**src/rtl/alu_arb_pkg.sv**
```systemverilog
// Shared types and defaults for the ALU arbiter slice.
// Used by alu_arbiter (optional overflow output via ALU_ARB_OVF_EN) and rr_arbiter.
package alu_arb_pkg;

  typedef enum logic [1:0] {
    IDLE = 2'd0,
    EXEC = 2'd1,
    CAPT = 2'd2,
    RESP = 2'd3
  } state_t;

  localparam int unsigned DEF_BUS_WIDTH = 32;
  localparam int unsigned DEF_NUM_REQ   = 2;

  // Requester index width, never narrower than one bit.
  function automatic int unsigned id_width(input int unsigned n);
    return (n > 1) ? $clog2(n) : 1;
  endfunction

endpackage

```
**src/rtl/rr_arbiter.sv**
```systemverilog
// Combinational round-robin picker: first asserted request at or after ptr,
// wrapping modulo NUM_REQ. The pointer register lives in the parent.
module rr_arbiter
  import alu_arb_pkg::*;
#(
  parameter int unsigned NUM_REQ = DEF_NUM_REQ,
  parameter int unsigned ID_W    = id_width(NUM_REQ)
) (
  input  logic [NUM_REQ-1:0] req,
  input  logic [ID_W-1:0]    ptr,
  output logic [NUM_REQ-1:0] grant,
  output logic [ID_W-1:0]    grant_idx,
  output logic               any_grant
);

  logic [2*NUM_REQ-1:0] req_dbl;
  logic [NUM_REQ-1:0]   req_rot;
  int unsigned          idx;

  // Rotate so that bit 0 is the requester at the pointer.
  assign req_dbl = {req, req};
  assign req_rot = NUM_REQ'(req_dbl >> ptr);

  always_comb begin
    any_grant = 1'b0;
    idx       = 0;
    for (int unsigned off = 0; off < NUM_REQ; off++) begin
      if (!any_grant && req_rot[off]) begin
        any_grant = 1'b1;
        idx       = 32'(ptr) + off;
      end
    end
    if (idx >= NUM_REQ) idx = idx - NUM_REQ;
    grant_idx = ID_W'(idx);
    grant     = any_grant ? (NUM_REQ'(1) << grant_idx) : '0;
  end

endmodule

```
**src/rtl/alu_arbiter.sv**
```systemverilog
// Shares one registered add/sub ALU among NUM_REQ requesters, one op in flight.
// Define ALU_ARB_OVF_EN to add the registered signed-overflow output rsp_ovf.
module alu_arbiter
  import alu_arb_pkg::*;
#(
  parameter int unsigned BUS_WIDTH = DEF_BUS_WIDTH,
  parameter int unsigned NUM_REQ   = DEF_NUM_REQ,
  parameter int unsigned ID_W      = id_width(NUM_REQ)
) (
  input  logic                         clk,
  input  logic                         rst,
  input  logic [NUM_REQ-1:0]           req_valid,
  output logic [NUM_REQ-1:0]           req_ready,
  input  logic [NUM_REQ*BUS_WIDTH-1:0] req_a,
  input  logic [NUM_REQ*BUS_WIDTH-1:0] req_b,
  input  logic [NUM_REQ-1:0]           req_sub,
  output logic [BUS_WIDTH-1:0]         alu_a,
  output logic [BUS_WIDTH-1:0]         alu_b,
  output logic                         alu_sub,
  input  logic [BUS_WIDTH-1:0]         alu_c,
  output logic                         rsp_valid,
  input  logic                         rsp_ready,
  output logic [ID_W-1:0]              rsp_id,
  output logic [BUS_WIDTH-1:0]         rsp_result,
  output logic                         rsp_zero
`ifdef ALU_ARB_OVF_EN
  ,
  output logic                         rsp_ovf
`endif
);

  localparam int unsigned MSB = BUS_WIDTH - 1;

  state_t             state;
  state_t             state_nxt;
  logic [ID_W-1:0]    ptr;
  logic [ID_W-1:0]    pend_id;
  logic [NUM_REQ-1:0] grant;
  logic [ID_W-1:0]    grant_idx;
  logic               any_grant;
  logic               accept;

  rr_arbiter #(
    .NUM_REQ (NUM_REQ),
    .ID_W    (ID_W)
  ) u_rr (
    .req       (req_valid),
    .ptr       (ptr),
    .grant     (grant),
    .grant_idx (grant_idx),
    .any_grant (any_grant)
  );

  always_ff @(posedge clk or posedge rst) begin
    if (rst) state <= IDLE;
    else     state <= state_nxt;
  end

  always_comb begin
    state_nxt = state;
    unique case (state)
      IDLE:    if (any_grant) state_nxt = EXEC;
      EXEC:    state_nxt = CAPT;
      CAPT:    state_nxt = RESP;
      RESP:    if (rsp_ready) state_nxt = IDLE;
      default: state_nxt = IDLE;
    endcase
  end

  // Accept is only offered while idle; the grant is already valid-qualified.
  always_comb begin
    req_ready = '0;
    accept    = 1'b0;
    if (state == IDLE) begin
      req_ready = grant;
      accept    = any_grant;
    end
  end

  always_ff @(posedge clk or posedge rst) begin
    if (rst) begin
      ptr        <= '0;
      pend_id    <= '0;
      alu_a      <= '0;
      alu_b      <= '0;
      alu_sub    <= 1'b0;
      rsp_valid  <= 1'b0;
      rsp_id     <= '0;
      rsp_result <= '0;
      rsp_zero   <= 1'b0;
    end else begin
      if (accept) begin
        alu_a   <= req_a[32'(grant_idx)*BUS_WIDTH +: BUS_WIDTH];
        alu_b   <= req_b[32'(grant_idx)*BUS_WIDTH +: BUS_WIDTH];
        alu_sub <= req_sub[grant_idx];
        pend_id <= grant_idx;
        ptr     <= (32'(grant_idx) == NUM_REQ - 1) ? '0 : grant_idx + ID_W'(1);
      end
      if (state == CAPT) begin
        rsp_result <= alu_c;
        rsp_zero   <= (alu_c == '0);
        rsp_id     <= pend_id;
        rsp_valid  <= 1'b1;
      end else if (state == RESP && rsp_ready) begin
        rsp_valid  <= 1'b0;
      end
    end
  end

`ifdef ALU_ARB_OVF_EN
  // Signed overflow from the operands still held on the ALU inputs.
  always_ff @(posedge clk or posedge rst) begin
    if (rst) begin
      rsp_ovf <= 1'b0;
    end else if (state == CAPT) begin
      if (alu_sub) rsp_ovf <= (alu_a[MSB] != alu_b[MSB]) && (alu_c[MSB] != alu_a[MSB]);
      else         rsp_ovf <= (alu_a[MSB] == alu_b[MSB]) && (alu_c[MSB] != alu_a[MSB]);
    end
  end
`endif

endmodule

```
**config.mk**
```make
export PLATFORM = sky130hd
export DESIGN_NAME = alu_arbiter
export DESIGN_NICKNAME = d
export VERILOG_FILES = /design/src/rtl/alu_arb_pkg.sv /design/src/rtl/rr_arbiter.sv /design/src/rtl/alu_arbiter.sv
export SDC_FILE = /design/constraint.sdc
export NUM_CORES = 1
export LEC_CHECK = 0
export ABC_AREA = 0
export BUFFER_PORTS_ARGS = -buffer_cell sky130_fd_sc_hd__buf_4
export CORE_UTILIZATION = 35
export DETAILED_ROUTE_END_ITERATION = 6
export HOLD_SLACK_MARGIN = 0.12
export PLACE_DENSITY = 0.68
export SYNTH_ARGS = -nofsm -noshare
export SYNTH_HDL_FRONTEND = slang
export SYNTH_SLANG_ARGS = --single-unit
```
**constraint.sdc**
```tcl
create_clock -name clk -period 8 [get_ports clk]
set_input_delay 0.8 -clock clk [delete_from_list [all_inputs] [get_ports clk]]
set_output_delay 0.8 -clock clk [all_outputs]
set_load 0.05 [all_outputs]
```
======== Word-level counts from Yosys, hierarchy flattened ========
Index checks and enable logic that the tools add are counted.
storage, ports and cells
  ROM bits ................................ 0
  memories kept ........................... 0
  logic and storage cells ................. 47
  output and inout bits ................... 102
  bits in registers ....................... 104
  latch bits .............................. 0
  bits of input ports ..................... 167
  RAM bits ................................ 0
operators by class
  multipliers ............................. 0
  mux-type cells .......................... 16
  equal/unequal tests ..................... 5
  shift-type cells ........................ 4
  div/mod/pow operators ................... 0
  reductions and logical operators ........ 7
  add/sub/neg operators ................... 3
  $lt $le $gt $ge ......................... 2
  bitwise gates (word level) .............. 0
operators with widths
  operator             count
  $shiftx 64x7->32     2
  $logic_not 32->1     1
  $mux 1               10
  $mux 2               5
  $pmux 2 s4           1
  $eq 2x2->1 const B   2
  $ne 2x2->1 const B   2
  $shr 4x1->2          1
  $add 1x1->2 const B  1
  $eq 2x1->1 const B   1
  $ge 2x2->1 const B   1
  $logic_and 1x1->1    2
  $logic_not 2->1      1
  $lt 1x2->1 const B   1
  $reduce_and 2->1     1
  $reduce_bool 2->1    1
  $shl 1x1->2 const A  1
  $add 1x1->1 const B  1
  $logic_not 1->1      1
  $sub 1x1->1 const B  1

======== Depth between registers and ports, before layout ========
Gate-level depths: netlist of the first run.
  depth in word-level cells ............... 10
  mapped depth ............................ 7
  gate-level depth less buffers ........... 5

======== Hierarchy ========
Synthesis of the first run repeated with hierarchy kept, for this count alone.
unflattened totals
  cells, all modules ...................... 400
  area, all modules ....................... 4,680.7 sq um
modules (own cells, without submodules)
  module       cells each  times used  area an instance (sq um)  sequential area each (sq um)
  alu_arbiter  395         1           4,648.2                   2,602.5
  rr_arbiter   5           1           32.5                      0.0

======== Least setup slack after synthesis of the first run ========
Ideal clock, no wire load.
  path kind ............................... input port to output port
  start point ............................. in req_valid[0]
  end point ............................... out req_ready[1]
  data required time ...................... 7.200 ns
  stages on the path ...................... 3
  setup slack ............................. 5.638 ns
  buffers on the path ..................... 1
  data arrival time ....................... 1.562 ns
  cells stage by stage .................... and2b_1 nor3_1 buf_2
on the way
  longest elaborated chain between the ends .. 10
  elaborated cells on any way between the ends .. 13
  those cells by class .................... 1 x add/sub; 1 x order compare; 2 x shift; 7 x mux; 2 x reduce/logical
RTL lines
  what                                       line               source
  start, declared                            alu_arbiter.sv:12  input logic [NUM_REQ-1:0] req_valid,
  $shr 4x1->2 *                              rr_arbiter.sv:22   assign req_rot = NUM_REQ'(req_dbl >> ptr);
  $mux 1                                     rr_arbiter.sv:28   if (!any_grant && req_rot[off]) begin
  $logic_not 1->1                            rr_arbiter.sv:28
  $logic_and 1x1->1                          rr_arbiter.sv:28
  $mux 2                                     rr_arbiter.sv:28
  $ge 2x2->1 or $sub 1x1->1 (tied branches)  rr_arbiter.sv:33   if (idx >= NUM_REQ) idx = idx - NUM_REQ;
  $mux 1                                     rr_arbiter.sv:33
  $shl 1x1->2                                rr_arbiter.sv:35   grant = any_grant ? (NUM_REQ'(1) << grant_idx) : '0;
  $mux 2 *                                   rr_arbiter.sv:35
  $mux 2 *                                   alu_arbiter.sv:74  if (state == IDLE) begin
  end, declared                              alu_arbiter.sv:13  output logic [NUM_REQ-1:0] req_ready,
Mark *: on every way between the ends. The rest lies on a longest branch, timed or not.

======== Worst setup path in the final report of the first run ========
  start point ............................. reg state[0]
  end point ............................... out req_ready[0]
on the way
  longest elaborated chain between the ends .. 2
RTL lines
  what                    line               source
  start, declared         alu_arbiter.sv:34  state_t state;
  start signal, assigned  alu_arbiter.sv:56  else state <= state_nxt;
  $logic_not 2->1         alu_arbiter.sv:74
  $mux 2                  alu_arbiter.sv:74
No other way between the ends.

==> results.rst, run 1 <==
.. list-table::
   :header-rows: 1

   * - Metric
     - Value
   * - Chip Height
     - 117 microns
   * - Cell at the root of the clock tree
     - sky130_fd_sc_hd__clkbuf_16
   * - Worst slew slack as a fraction of its limit
     - 20.2%
   * - Detailed-routing iteration count for the pre-antenna-repair pass
     - 4
   * - Category of cells accounting for the largest share of critical-path delay
     - buffers and inverters
   * - Cell count after synthesis
     - 395
   * - Sequential share of the synthesized area
     - 56.2%
   * - Final HPWL DP
     - 10.1 mm
   * - Fraction of layout cells with a size suffix above 1
     - 50.7%
   * - Most Frequent Cell on Critical Path
     - sky130_fd_sc_hd__buf_4
   * - Maximum buffer depth of the clock tree
     - 2
   * - Post-route core utilization
     - 55.0%
   * - Max rail drop VDD
     - 210 uV
   * - Unrepaired setup endpoints after global routing
     - no
   * - Antenna violations before repair
     - 0
   * - Worst Path Buf+Inv
     - 4
   * - Relative area change from synthesis to final layout
     - 52.0%
   * - Drt first-iter violations
     - 323
   * - Max stage delay cell, worst path
     - sky130_fd_sc_hd__ha_1
   * - Final weighted congestion in routability-driven placement
     - 0.826
   * - CTS resizes
     - 0
   * - Count of state elements after synthesis
     - 104
   * - I/O pin cnt
     - 269
   * - Final Hold Viols
     - 0
   * - Distinct cell type count of the synthesized netlist
     - 31
   * - Number of nets with antenna violations after detailed routing
     - 0
   * - Clk_skew
     - 0.00558 ns
   * - Remaining DRCs
     - 0
   * - Largest net degree at the start of global routing
     - 67
   * - Biggest fanout along the worst timing path
     - 49
   * - Sort of element at the start of the critical path
     - register
   * - Total number of yosys warnings
     - 0
   * - Total of max-cap violations
     - 0
   * - Post-CTS Setup Bufs
     - 0
   * - Fmax
     - 0.282 GHz
   * - Worst Hold Class
     - register to register
   * - Run status
     - finished, final reports clean
   * - Min cycle time layout
     - 3.54 ns
   * - Mapped cell area
     - 0.00463 sq mm
   * - Number of buffers created by CTS
     - 9
   * - Setup tns final
     - 0 ns
   * - GRT Overall Usage
     - 19.8%
   * - Areal power density over the cells
     - 483 mW/mm^2
   * - Latest clock arrival within the worst-skew pair
     - 0.33 ns
   * - Number of buffers inserted by hold repair at cts
     - 0
   * - Total congestion overflow after global routing
     - 0
   * - Critical path arrival
     - 2.74 ns
   * - Port-buffer cells
     - 268
   * - Average vias per placed instance
     - 5.14
   * - Count of antenna diodes in the layout
     - 0
   * - WP data required
     - 7.20 ns
   * - Share of flip-flops with an asynchronous set or reset after synthesis
     - 100%
   * - Post-synth top flop
     - sky130_fd_sc_hd__dfrtp_1
   * - Net count after synthesis
     - 566
   * - Area of the core region
     - 0.0128 sq mm
   * - Final Cycle Share
     - 44.3%
   * - Post-Synthesis Mean Instance Area
     - 11.7 sq um
   * - Lkg Pwr
     - 3.29 nW
   * - Routed WL
     - 13.8 mm
   * - Num rows
     - 41
   * - Global-route wire length before repair
     - 20.8 mm
   * - Kind of capture point of the worst setup path
     - output port
   * - Number of max-slew violations in the final report
     - 0
   * - Number of global-route vias before repair
     - 4060
   * - Most frequent standard cell in the layout excluding fill and tap cells
     - sky130_fd_sc_hd__buf_4
   * - Clock edge transition at the registers on the reported setup and hold paths
     - 0.07 ns
   * - Final setup viols
     - 0
   * - Critical Path Max Stage Delay
     - 0.77 ns
   * - Routed WL per cell
     - 16.8 microns
   * - TritonCTS clock tree
     - built
   * - Via count
     - 4208
   * - Initial core utilization
     - 36.2%
   * - Commonest cells after routing, fill and taps aside
     - sky130_fd_sc_hd__buf_4 (272), sky130_fd_sc_hd__dfrtp_1 (104), sky130_fd_sc_hd__a221o_1 (48)
   * - H-tree lvl count
     - 3
   * - Final-stage net count
     - 813
   * - Transition time at the pin with the least slew margin
     - 1.19 ns
   * - Sinks on Clock Net
     - 104
   * - CP Cell Sequence
     - inv_1, ha_1, inv_2, a211oi_4, buf_4, buf_4
   * - Die extent in x
     - 117 microns
   * - Post-synth EDFFs
     - 0
   * - Critical path type
     - register to output port
   * - Area of the die
     - 0.0137 sq mm
[metrics by stage]
stage | worst slack (ns) | instance area (sq um) | total power [mW] | cells | hold WS (ns)
final | 4.46 | 7030 | 3.40 | 819 | 0.471
after floorplan | 4.47 | 4630 | 2.36 | 395 | 0.444
after global routing | 4.18 | 7030 | 3.58 | 819 | 0.495
after CTS | 4.39 | 7030 | 3.43 | 819 | 0.476
after global placement | 4.72 | 6730 | 2.94 | 803 | 0.454
after detailed placement | 4.67 | 6730 | 2.98 | 803 | 0.460
[layout make-up]
cell class                      instances  area [sq um]
Sequential cell                       104          2600
Inverter                                7          28.8
Clock buffer                            9           225
Fill cell                            1106          5740
Clock inverter                          7          78.8
Tap cell                              172           215
Timing Repair Buffer                  272          2040
Multi-Input combinational cell        248          1840
[per-layer routing]
layer  GRT usage (%)  vias up  share of wire [%]
met4            5.40        0                1.2
li1                -     1977                  -
met2            34.4      180                 52
met3            4.53       12                7.0
met1            24.8     2039                 39
met5               0        -                  0
[worst register-to-register path: stages (launching register included)]
cell,delay [ns]
sky130_fd_sc_hd__dfrtp_1,0.39
sky130_fd_sc_hd__inv_1,0.12
sky130_fd_sc_hd__ha_1,0.77
sky130_fd_sc_hd__o21a_1,0.97
sky130_fd_sc_hd__nor2_1,0.12
sky130_fd_sc_hd__a31oi_1,0.19
[synthesized netlist by cell type (all sizes together) (2+ instances only)]
library cell / n / share of area [%]
a31oi: 17 / 2.3
nor2: 21 / 1.7
nor3: 21 / 2.3
a221o: 48 / 10
inv: 7 / 0.57
dfrtp: 104 / 56
buf: 24 / 2.9
mux2: 34 / 8.3
and2: 28 / 3.8
ha: 4 / 1.1
nand4: 2 / 0.27
a21o: 2 / 0.32
nand2: 21 / 1.7
o21ai: 18 / 2.0
o211ai: 17 / 2.8
nor4: 6 / 0.81
clkbuf: 12 / 0.97
[final timing paths]
path	start	to	slack, ns	cells past startpoint
setup / recovery	state[0]	req_ready[0]	4.46	6
hold reg to reg	pend_id	pend_id	0.47	1
setup reg to reg	state[0]	alu_b[31]	5.35	5
min in group asynchronous	rst	alu_a[6]	0.48	2
max in group asynchronous	rst	pend_id	6.28	3
hold / removal	pend_id	pend_id	0.47	1
[report_power, final]
| part | internal [mW] | leakage (nW) | switching (mW) |
|---|---|---|---|
| sequential | 0.787 | 1.24 | 0.158 |
| clock | 0.246 | 0.139 | 0.200 |
| combinational | 0.689 | 1.91 | 1.32 |
[state kept, by name, indices dropped and copies added, names as in the netlist]
name,flops
rsp_id,1
pend_id,1
rsp_result,32
rsp_zero,1
rsp_valid,1
alu_a,32
ptr,1
state,2
alu_b,32
alu_sub,1
[cells by family (layout without fill, tap and decap cells)]
family	Yosys count	in the layout	share of synthesized area, %
and+or+nand+nor	103	103	11.2
buffers and inverters	43	295	4.43
muxes	35	35	8.49
DFF	104	104	56.2
adders and majority gates	4	4	1.08
AOI/OAI and AO/OA	106	106	18.6
(Power assumes the default switching activity.)
==> run 2: changes to the inputs <==
--- a/config.mk
+++ b/config.mk
@@ -5,12 +5,12 @@
 export SDC_FILE = /design/constraint.sdc
 export NUM_CORES = 1
 export LEC_CHECK = 0
-export ABC_AREA = 0
+export ABC_AREA = 1
 export BUFFER_PORTS_ARGS = -buffer_cell sky130_fd_sc_hd__buf_4
 export CORE_UTILIZATION = 35
 export DETAILED_ROUTE_END_ITERATION = 6
 export HOLD_SLACK_MARGIN = 0.12
-export PLACE_DENSITY = 0.68
+export PLACE_DENSITY = 0.67
 export SYNTH_ARGS = -nofsm -noshare
 export SYNTH_HDL_FRONTEND = slang
 export SYNTH_SLANG_ARGS = --single-unit
==> constraint.sdc (replaced) <==
create_clock -name clk -period 3.5 [get_ports clk]
set_input_delay 0.35 -clock clk [delete_from_list [all_inputs] [get_ports clk]]
set_output_delay 0.35 -clock clk [all_outputs]
set_load 0.05 [all_outputs]
==> run 2 against run 1 <==
- cell count is 38% higher
- largest power group unchanged
- utilization is 1.4 points lower
- worst hold slack worse by 0.35 ns
- non-clock buffer count is 4 higher
- largest cell class unchanged
- global-route usage is 0.69 points higher
- sequential power is 120% higher
- die area is 8.9% higher
- count of clock-buffer cells in the layout stayed put
==> results.rst, run 2 <==
.. list-table::
   :header-rows: 1

   * - Metric
     - Value
   * - Filler cell count in the final layout
     - 1401 (+27%)
   * - Remaining DRCs
     - 0 (unchanged)
   * - CP Cell Sequence
     - inv_2, nand2_2, nand3_1, nand2_2, inv_2, nand2_1, inv_1, buf_4
   * - Sinks on Clock Net
     - 104 (unchanged)
   * - Post-CTS Setup Bufs
     - 0 (unchanged)
   * - Final-stage net count
     - 1115 (+37%)
   * - Total of max-cap violations
     - 0 (unchanged)
   * - CTS resizes
     - 0 (unchanged)
   * - Final Cycle Share
     - 83.1%
   * - Final HPWL DP
     - 10.9 mm (+7.8%)
   * - Post-synth EDFFs
     - 0 (unchanged)
   * - Final setup viols
     - 0 (unchanged)
   * - Run status
     - finished, final reports clean
   * - Transition time at the pin with the least slew margin
     - 0.763 ns (-0.430 ns)
   * - Worst Hold Class
     - primary input to asynchronous set/reset pin
   * - Latest clock arrival within the worst-skew pair
     - 0.34 ns (about the same)
   * - Critical path type
     - register to output port
   * - Max stage delay cell, worst path
     - sky130_fd_sc_hd__inv_2
   * - End of the worst register-to-register path
     - alu_b[29]
   * - Unrepaired setup endpoints after global routing
     - no
   * - Sort of element at the start of the critical path
     - register
   * - Leading cell types by total area after synthesis
     - sky130_fd_sc_hd__dfrtp_1 (52%), sky130_fd_sc_hd__nand2_1 (31%), sky130_fd_sc_hd__nand3_1 (6.6%)
   * - Placed Area
     - 0.00715 sq mm (+6.2%)
   * - Via count
     - 5072 (+21%)
   * - Number of buffers inserted by hold repair at cts
     - 0 (unchanged)
   * - Kind of capture point of the worst setup path
     - output port
   * - Net count after synthesis
     - 870 (+54%)
   * - Top flop regs
     - alu_a: 32 flops, alu_b: 32 flops, rsp_result: 32 flops
   * - H-tree lvl count
     - 3 (unchanged)
   * - Final standard cell area without fillers
     - 0.00750 sq mm (+6.7%)
   * - Total number of yosys warnings
     - 0 (unchanged)
   * - Num rows
     - 43 (+4.9%)
   * - Post-route core utilization
     - 53.6% (-1.4 points)
   * - Worst flop-to-flop path startpoint
     - ptr
   * - Post-layout worst setup margin
     - 0.591 ns (-3.87 ns)
   * - Detailed-routing iteration count for the pre-antenna-repair pass
     - 5 (+1)
   * - Final Hold Viols
     - 0 (unchanged)
   * - I/O pin cnt
     - 269 (unchanged)
   * - Count of antenna diodes in the layout
     - 0 (unchanged)
   * - Maximum buffer depth of the clock tree
     - 2 (unchanged)
   * - Global-route wire length before repair
     - 23.8 mm (+14%)
   * - Wire length on met2
     - 6.89 mm (-4.5%)
   * - DP Worst Slack
     - 0.868 ns (-3.81 ns)
   * - Clock edge transition at the registers on the reported setup and hold paths
     - 0.07 ns (about the same)
   * - Relative area change from synthesis to final layout
     - 48.8%
   * - Cell at the root of the clock tree
     - sky130_fd_sc_hd__clkbuf_16
   * - Share of flip-flops with an asynchronous set or reset after synthesis
     - 100% (unchanged)
   * - Number of global-route vias before repair
     - 4820 (+19%)
   * - Commonest cells post-synth
     - sky130_fd_sc_hd__nand2_1 (415), sky130_fd_sc_hd__dfrtp_1 (104), sky130_fd_sc_hd__nand3_1 (67)
   * - Post-placement cell count
     - 1113 (+39%)
   * - Top layer in use
     - met4
   * - Commonest cells after routing, fill and taps aside
     - sky130_fd_sc_hd__nand2_1 (415), sky130_fd_sc_hd__buf_4 (275), sky130_fd_sc_hd__dfrtp_1 (104)
   * - Initial core utilization
     - 36.1% (-0.16 points)
   * - Worst Hold Slack
     - 0.123 ns (-0.348 ns)
   * - Biggest fanout along the worst timing path
     - 36 (-27%)
   * - Final weighted congestion in routability-driven placement
     - 0.826 (about the same)
   * - Max rail drop VDD
     - 383 uV (+82%)
   * - Area of the core region
     - 0.0140 sq mm (+9.5%)
   * - Routed WL
     - 15.0 mm (+9.1%)
   * - Clk_skew
     - 0.00713 ns (+0.00155 ns)
   * - Routed length on met1
     - 6.72 mm (+24%)
   * - Total power
     - 7.69 mW (+130%)
   * - Cell count after synthesis
     - 699 (+77%)
   * - Mapped cell area
     - 0.00504 sq mm (+9.0%)
   * - Count of cells along the worst register-to-register path
     - 8 (+3)
   * - Port-buffer cells
     - 268 (unchanged)
   * - Antenna violations before repair
     - 0 (unchanged)
   * - Setup tns final
     - 0 ns (unchanged)
   * - Worst slew slack as a fraction of its limit
     - 49.0% (+29 points)
   * - Distinct cell type count of the synthesized netlist
     - 14 (-55%)
   * - Number of nets with antenna violations after detailed routing
     - 0 (unchanged)
   * - Number of buffers created by CTS
     - 9 (unchanged)
   * - Most frequent standard cell in the layout excluding fill and tap cells
     - sky130_fd_sc_hd__nand2_1
   * - Post-Synthesis Mean Instance Area
     - 7.22 sq um (-38%)
   * - GRT Overall Usage
     - 20.5% (+0.69 points)
   * - Min cycle time layout
     - 2.91 ns
   * - Cell Count, Final, Fillers Out
     - 1128 (+38%)
   * - Areal power density over the cells
     - 1030 mW/mm^2 (+110%)
   * - Largest net degree at the start of global routing
     - 64 (-4.5%)
   * - Sequential share of the synthesized area
     - 51.6% (-4.7 points)
   * - Critical path arrival
     - 2.56 ns (-0.18 ns)
   * - Critical Path Max Stage Delay
     - 0.57 ns (-0.20 ns)
   * - Total congestion overflow after global routing
     - 0 (unchanged)
   * - Count of state elements after synthesis
     - 104 (unchanged)
   * - Fraction of layout cells with a size suffix above 1
     - 31.4% (-19 points)
   * - Worst setup slack for register-to-register paths
     - 1.03 ns (-4.32 ns)
   * - Total length of routed met3 wires
     - 1.16 mm (+20%)
   * - Drt first-iter violations
     - 239 (-26%)
   * - WP data required
     - 3.15 ns (-4.05 ns)
   * - Cell taking the most area after synthesis
     - sky130_fd_sc_hd__dfrtp_1
   * - Number of max-slew violations in the final report
     - 0 (unchanged)
   * - Beginning of the critical path
     - ptr
   * - Post-synth top flop
     - sky130_fd_sc_hd__dfrtp_1
   * - Average vias per placed instance
     - 4.50 (-12%)
   * - Area of the die
     - 0.0149 sq mm (+8.9%)
   * - Die extent in x
     - 122 microns (+4.3%)
   * - Fmax
     - 0.344 GHz
   * - Routed WL per cell
     - 13.3 microns (-21%)
   * - TritonCTS clock tree
     - built
   * - Lkg Pwr
     - 4.39 nW (+33%)
   * - Post-synth top area share
     - 51.6% (-4.7 points)
   * - Chip Height
     - 122 microns (+4.3%)
   * - Most common cell in the netlist
     - sky130_fd_sc_hd__nand2_1
-- run 2: cell types whose count changed in the layout (fill, tap and decap cells not counted), sizes merged, moves of 21 or more --
cell	change
nor3	-21
a221o	-48
mux2	-34
and2	-28
nand2	+397
nand3	+67
-- run 2: critical path, delay by kind of cell, from the launching register on --
kind / cells / cell delay, ns
buffers and inverters: 4 / 0.91
DFF: 1 / 0.39
and+or+nand+nor: 4 / 0.89
-- run 2: layer usage --
metal	vias to the layer above	GRT usage, %
li1	2632	-
met2	189	32.5
met5	-	0
met1	2234	27.3
met3	17	4.87
met4	0	7.24
-- run 2: worst max path at each step --
stage	endpoint	slack, ns	cells past startpoint
finish	req_ready[0]	0.59	8
global route	req_ready[0]	0.30	8
CTS	req_ready[0]	0.52	8
detailed placement	req_ready[1]	0.87	7
global placement	req_ready[1]	0.88	7
floorplan	alu_a[0]	0.42	1
-- run 2: cells by family after synthesis --
family / after synthesis / synth area share, %
compound gates: 18 / 1.79
fa+ha+maj: 4 / 0.992
buf+inv: 66 / 5.95
flops: 104 / 51.6
simple gates: 507 / 39.7
-- run 2: cell type report --
| class | count | area, sq um | area share (%) |
|---|---|---|---|
| well taps | 180 | 225 | 3.00 |
| clock inverters | 6 | 133 | 1.77 |
| clock buffers | 9 | 225 | 3.00 |
| inverters | 24 | 92.6 | 1.23 |
| flip-flops and latches | 104 | 2600 | 34.7 |
| repair buffers | 276 | 2080 | 27.8 |
| multi-input cells | 529 | 2140 | 28.5 |
-- run 2: power by group --
| group | internal [mW] | switching, mW |
|---|---|---|
| clock network | 0.766 | 0.432 |
| logic | 1.24 | 3.16 |
| registers | 1.77 | 0.320 |
| total | 3.78 | 3.92 |
==> run 3: changes to the inputs <==
--- a/config.mk
+++ b/config.mk
@@ -5,12 +5,12 @@
 export SDC_FILE = /design/constraint.sdc
 export NUM_CORES = 1
 export LEC_CHECK = 0
-export ABC_AREA = 1
+export ABC_AREA = 0
 export BUFFER_PORTS_ARGS = -buffer_cell sky130_fd_sc_hd__buf_4
 export CORE_UTILIZATION = 35
 export DETAILED_ROUTE_END_ITERATION = 6
 export HOLD_SLACK_MARGIN = 0.12
-export PLACE_DENSITY = 0.67
+export PLACE_DENSITY = 0.71
 export SYNTH_ARGS = -nofsm -noshare
 export SYNTH_HDL_FRONTEND = slang
 export SYNTH_SLANG_ARGS = --single-unit
==> constraint.sdc (replaced) <==
create_clock -name clk -period 2.5 [get_ports clk]
set_input_delay 0.25 -clock clk [delete_from_list [all_inputs] [get_ports clk]]
set_output_delay 0.25 -clock clk [all_outputs]
set_load 0.05 [all_outputs]
==> run 3 against run 2 <==
- count of clock-buffer cells in the layout grew 3
- first-iteration DRC count fell by 13%
- utilization grew 2.3 points
- non-clock buffer count rose by 6
- critical path depth fell by 2
- routed wire length decreased by 7.4%
- worst setup slack got worse by 0.39 ns
- total power increased by 43%
- combinational power rose by 49%
- via count is 16% lower
- highest routed layer unchanged
==> results.rst, run 3 (synthesized netlist as in run 1, its figures left out) <==
.. list-table::
   :header-rows: 1

   * - Metric
     - Value
   * - Maximum buffer depth of the clock tree
     - 2 (unchanged)
   * - Cell at the root of the clock tree
     - sky130_fd_sc_hd__clkbuf_16
   * - Run status
     - finished, final reports clean
   * - Detailed-routing iteration count for the pre-antenna-repair pass
     - 4 (-1)
   * - Placed Area
     - 0.00682 sq mm (-4.6%)
   * - Final Cycle Share
     - 92.0%
   * - Switching share of total power
     - 48.9% (-2.0 points)
   * - Clk_skew
     - 0.00566 ns (-0.00147 ns)
   * - Number of global-route vias before repair
     - 4241 (-12%)
   * - Commonest cells after routing, fill and taps aside
     - sky130_fd_sc_hd__buf_4 (276), sky130_fd_sc_hd__dfrtp_1 (104), sky130_fd_sc_hd__a221o_1 (48)
   * - TritonCTS clock tree
     - built
   * - Top flop regs
     - alu_a: 32 flops, alu_b: 32 flops, rsp_result: 32 flops
   * - H-tree lvl count
     - 3 (unchanged)
   * - Most frequent standard cell in the layout excluding fill and tap cells
     - sky130_fd_sc_hd__buf_4
   * - GRT Overall Usage
     - 19.9% (-0.59 points)
   * - DP Worst Slack
     - 0.571 ns (-0.297 ns)
   * - Clock edge transition at the registers on the reported setup and hold paths
     - 0.07 ns (about the same)
   * - Max rail drop VDD
     - 615 uV (+61%)
   * - Critical path type
     - register to output port
   * - Kind of capture point of the worst setup path
     - output port
   * - CTS resizes
     - 0 (unchanged)
   * - Initial core utilization
     - 36.2% (+0.16 points)
   * - Post-CTS Setup Bufs
     - 0 (unchanged)
   * - Largest net degree at the start of global routing
     - 105 (+64%)
   * - Number of nets with antenna violations after detailed routing
     - 0 (unchanged)
   * - Post-layout worst setup margin
     - 0.199 ns (-0.392 ns)
   * - Fraction of layout cells with a size suffix above 1
     - 50.7% (+19 points)
   * - Transition time at the pin with the least slew margin
     - 1.15 ns (+0.391 ns)
   * - Number of buffers created by CTS
     - 9 (unchanged)
   * - Share of total power in the clock network
     - 12.8% (-2.8 points)
   * - Worst slew slack as a fraction of its limit
     - 22.8% (-26 points)
   * - Sequential Power Share
     - 27.5% (+0.3 points)
   * - Num rows
     - 41 (-4.7%)
   * - Critical path arrival
     - 2.05 ns (-0.51 ns)
   * - Count of antenna diodes in the layout
     - 0 (unchanged)
   * - Combinational group share of total power
     - 59.6% (+2.4 points)
   * - Setup tns final
     - 0 ns (unchanged)
   * - Latest clock arrival within the worst-skew pair
     - 0.34 ns (about the same)
   * - Switching power
     - 5.37 mW (+37%)
   * - Remaining DRCs
     - 0 (unchanged)
   * - Number of buffers inserted by hold repair at cts
     - 1 (+1)
   * - Final-stage net count
     - 823 (-26%)
   * - Internal power summed over all cells
     - 5.62 mW (+49%)
   * - Port-buffer cells
     - 268 (unchanged)
   * - Chip Height
     - 117 microns (-4.2%)
   * - Area of the die
     - 0.0137 sq mm (-8.2%)
   * - Area of the core region
     - 0.0128 sq mm (-8.7%)
   * - Average vias per placed instance
     - 5.14 (+14%)
   * - Fmax
     - 0.435 GHz
   * - Final Hold Viols
     - 0 (unchanged)
   * - Final HPWL DP
     - 10.2 mm (-6.1%)
   * - Number of max-slew violations in the final report
     - 0 (unchanged)
   * - Worst Hold Class
     - primary input to register
   * - Biggest fanout along the worst timing path
     - 31 (-14%)
   * - WP data required
     - 2.25 ns (-0.90 ns)
   * - Total congestion overflow after global routing
     - 0 (unchanged)
   * - Final setup viols
     - 0 (unchanged)
   * - Final standard cell area without fillers
     - 0.00715 sq mm (-4.8%)
   * - Sinks on Clock Net
     - 104 (unchanged)
   * - I/O pin cnt
     - 269 (unchanged)
   * - Drt first-iter violations
     - 209 (-13%)
   * - Routed WL
     - 13.9 mm (-7.4%)
   * - Relative area change from synthesis to final layout
     - 54.5%
   * - Post-route core utilization
     - 56.0% (+2.3 points)
   * - Via count
     - 4259 (-16%)
   * - Unrepaired setup endpoints after global routing
     - no
   * - Antenna violations before repair
     - 0 (unchanged)
   * - Areal power density over the cells
     - 1540 mW/mm^2 (+50%)
   * - Total power
     - 11.0 mW (+43%)
   * - Min cycle time layout
     - 2.30 ns
   * - Die extent in x
     - 117 microns (-4.2%)
   * - Routed WL per cell
     - 16.8 microns (+26%)
   * - Sort of element at the start of the critical path
     - register
   * - Global-route wire length before repair
     - 20.9 mm (-12%)
   * - Lkg Pwr
     - 3.35 nW (-24%)
   * - Total of max-cap violations
     - 0 (unchanged)
   * - Final weighted congestion in routability-driven placement
     - 0.733 (-11%)
-- run 3: metrics by stage --
stage	cells	hold slack (ns)
detailed placement	810	0.462
finish	829	0.130
floorplan	395	0.395
global route	829	0.121
global placement	810	0.453
CTS	827	0.121
-- run 3: path summary, 6_finish.rpt --
path / depth (start not counted) / slack, ns / endpoint / startpoint
max: 6 / 0.20 / req_ready[1] / state[0]
min: 2 / 0.13 / alu_b[28] / req_b[28]
max reg2reg: 6 / 0.58 / alu_b[29] / state[0]
min reg2reg: 1 / 0.48 / pend_id / pend_id
max in group asynchronous: 4 / 1.47 / alu_b[31] / rst
min in group asynchronous: 4 / 0.64 / alu_a[2] / rst
-- run 3: worst max-delay path: stages (launching register included) --
cell and delay, ns:
sky130_fd_sc_hd__dfrtp_1 0.39, sky130_fd_sc_hd__inv_1 0.13, sky130_fd_sc_hd__ha_1 0.32, sky130_fd_sc_hd__inv_2 0.09, sky130_fd_sc_hd__nor3_2 0.17, sky130_fd_sc_hd__buf_4 0.33
sky130_fd_sc_hd__buf_4 0.27
-- run 3: final cells by class --
type                       instances  area (sq um)
timing repair buffer             282          2160
tap                              172           215
multi-input combinational        248          1840
inverter                           7          30.0
clock inverter                     4          52.6
sequential                       104          2600
clock buffer                      12           246
fill                            1111          5630
-- run 3: power groups by stage --
stage / registers [mW] / logic, mW / clock network, mW
2_1_floorplan: 5.68 / 1.86 / 0
3_3_place_gp: 3.01 / 6.50 / 0
3_5_place_dp: 3.03 / 6.62 / 0
4_1_cts: 3.03 / 6.60 / 1.45
5_1_grt: 3.12 / 6.91 / 1.52
6_report: 3.03 / 6.55 / 1.41
-- run 3: routing by layer --
metal  GRT usage [%]  vias to the layer above  share of wire [%]
met5               0                        -                  0
met2            35.6                      172                 52
met1            23.5                     2076                 39
met4            7.34                        0                1.8
li1                -                     1990                  -
met3            4.27                       21                6.5
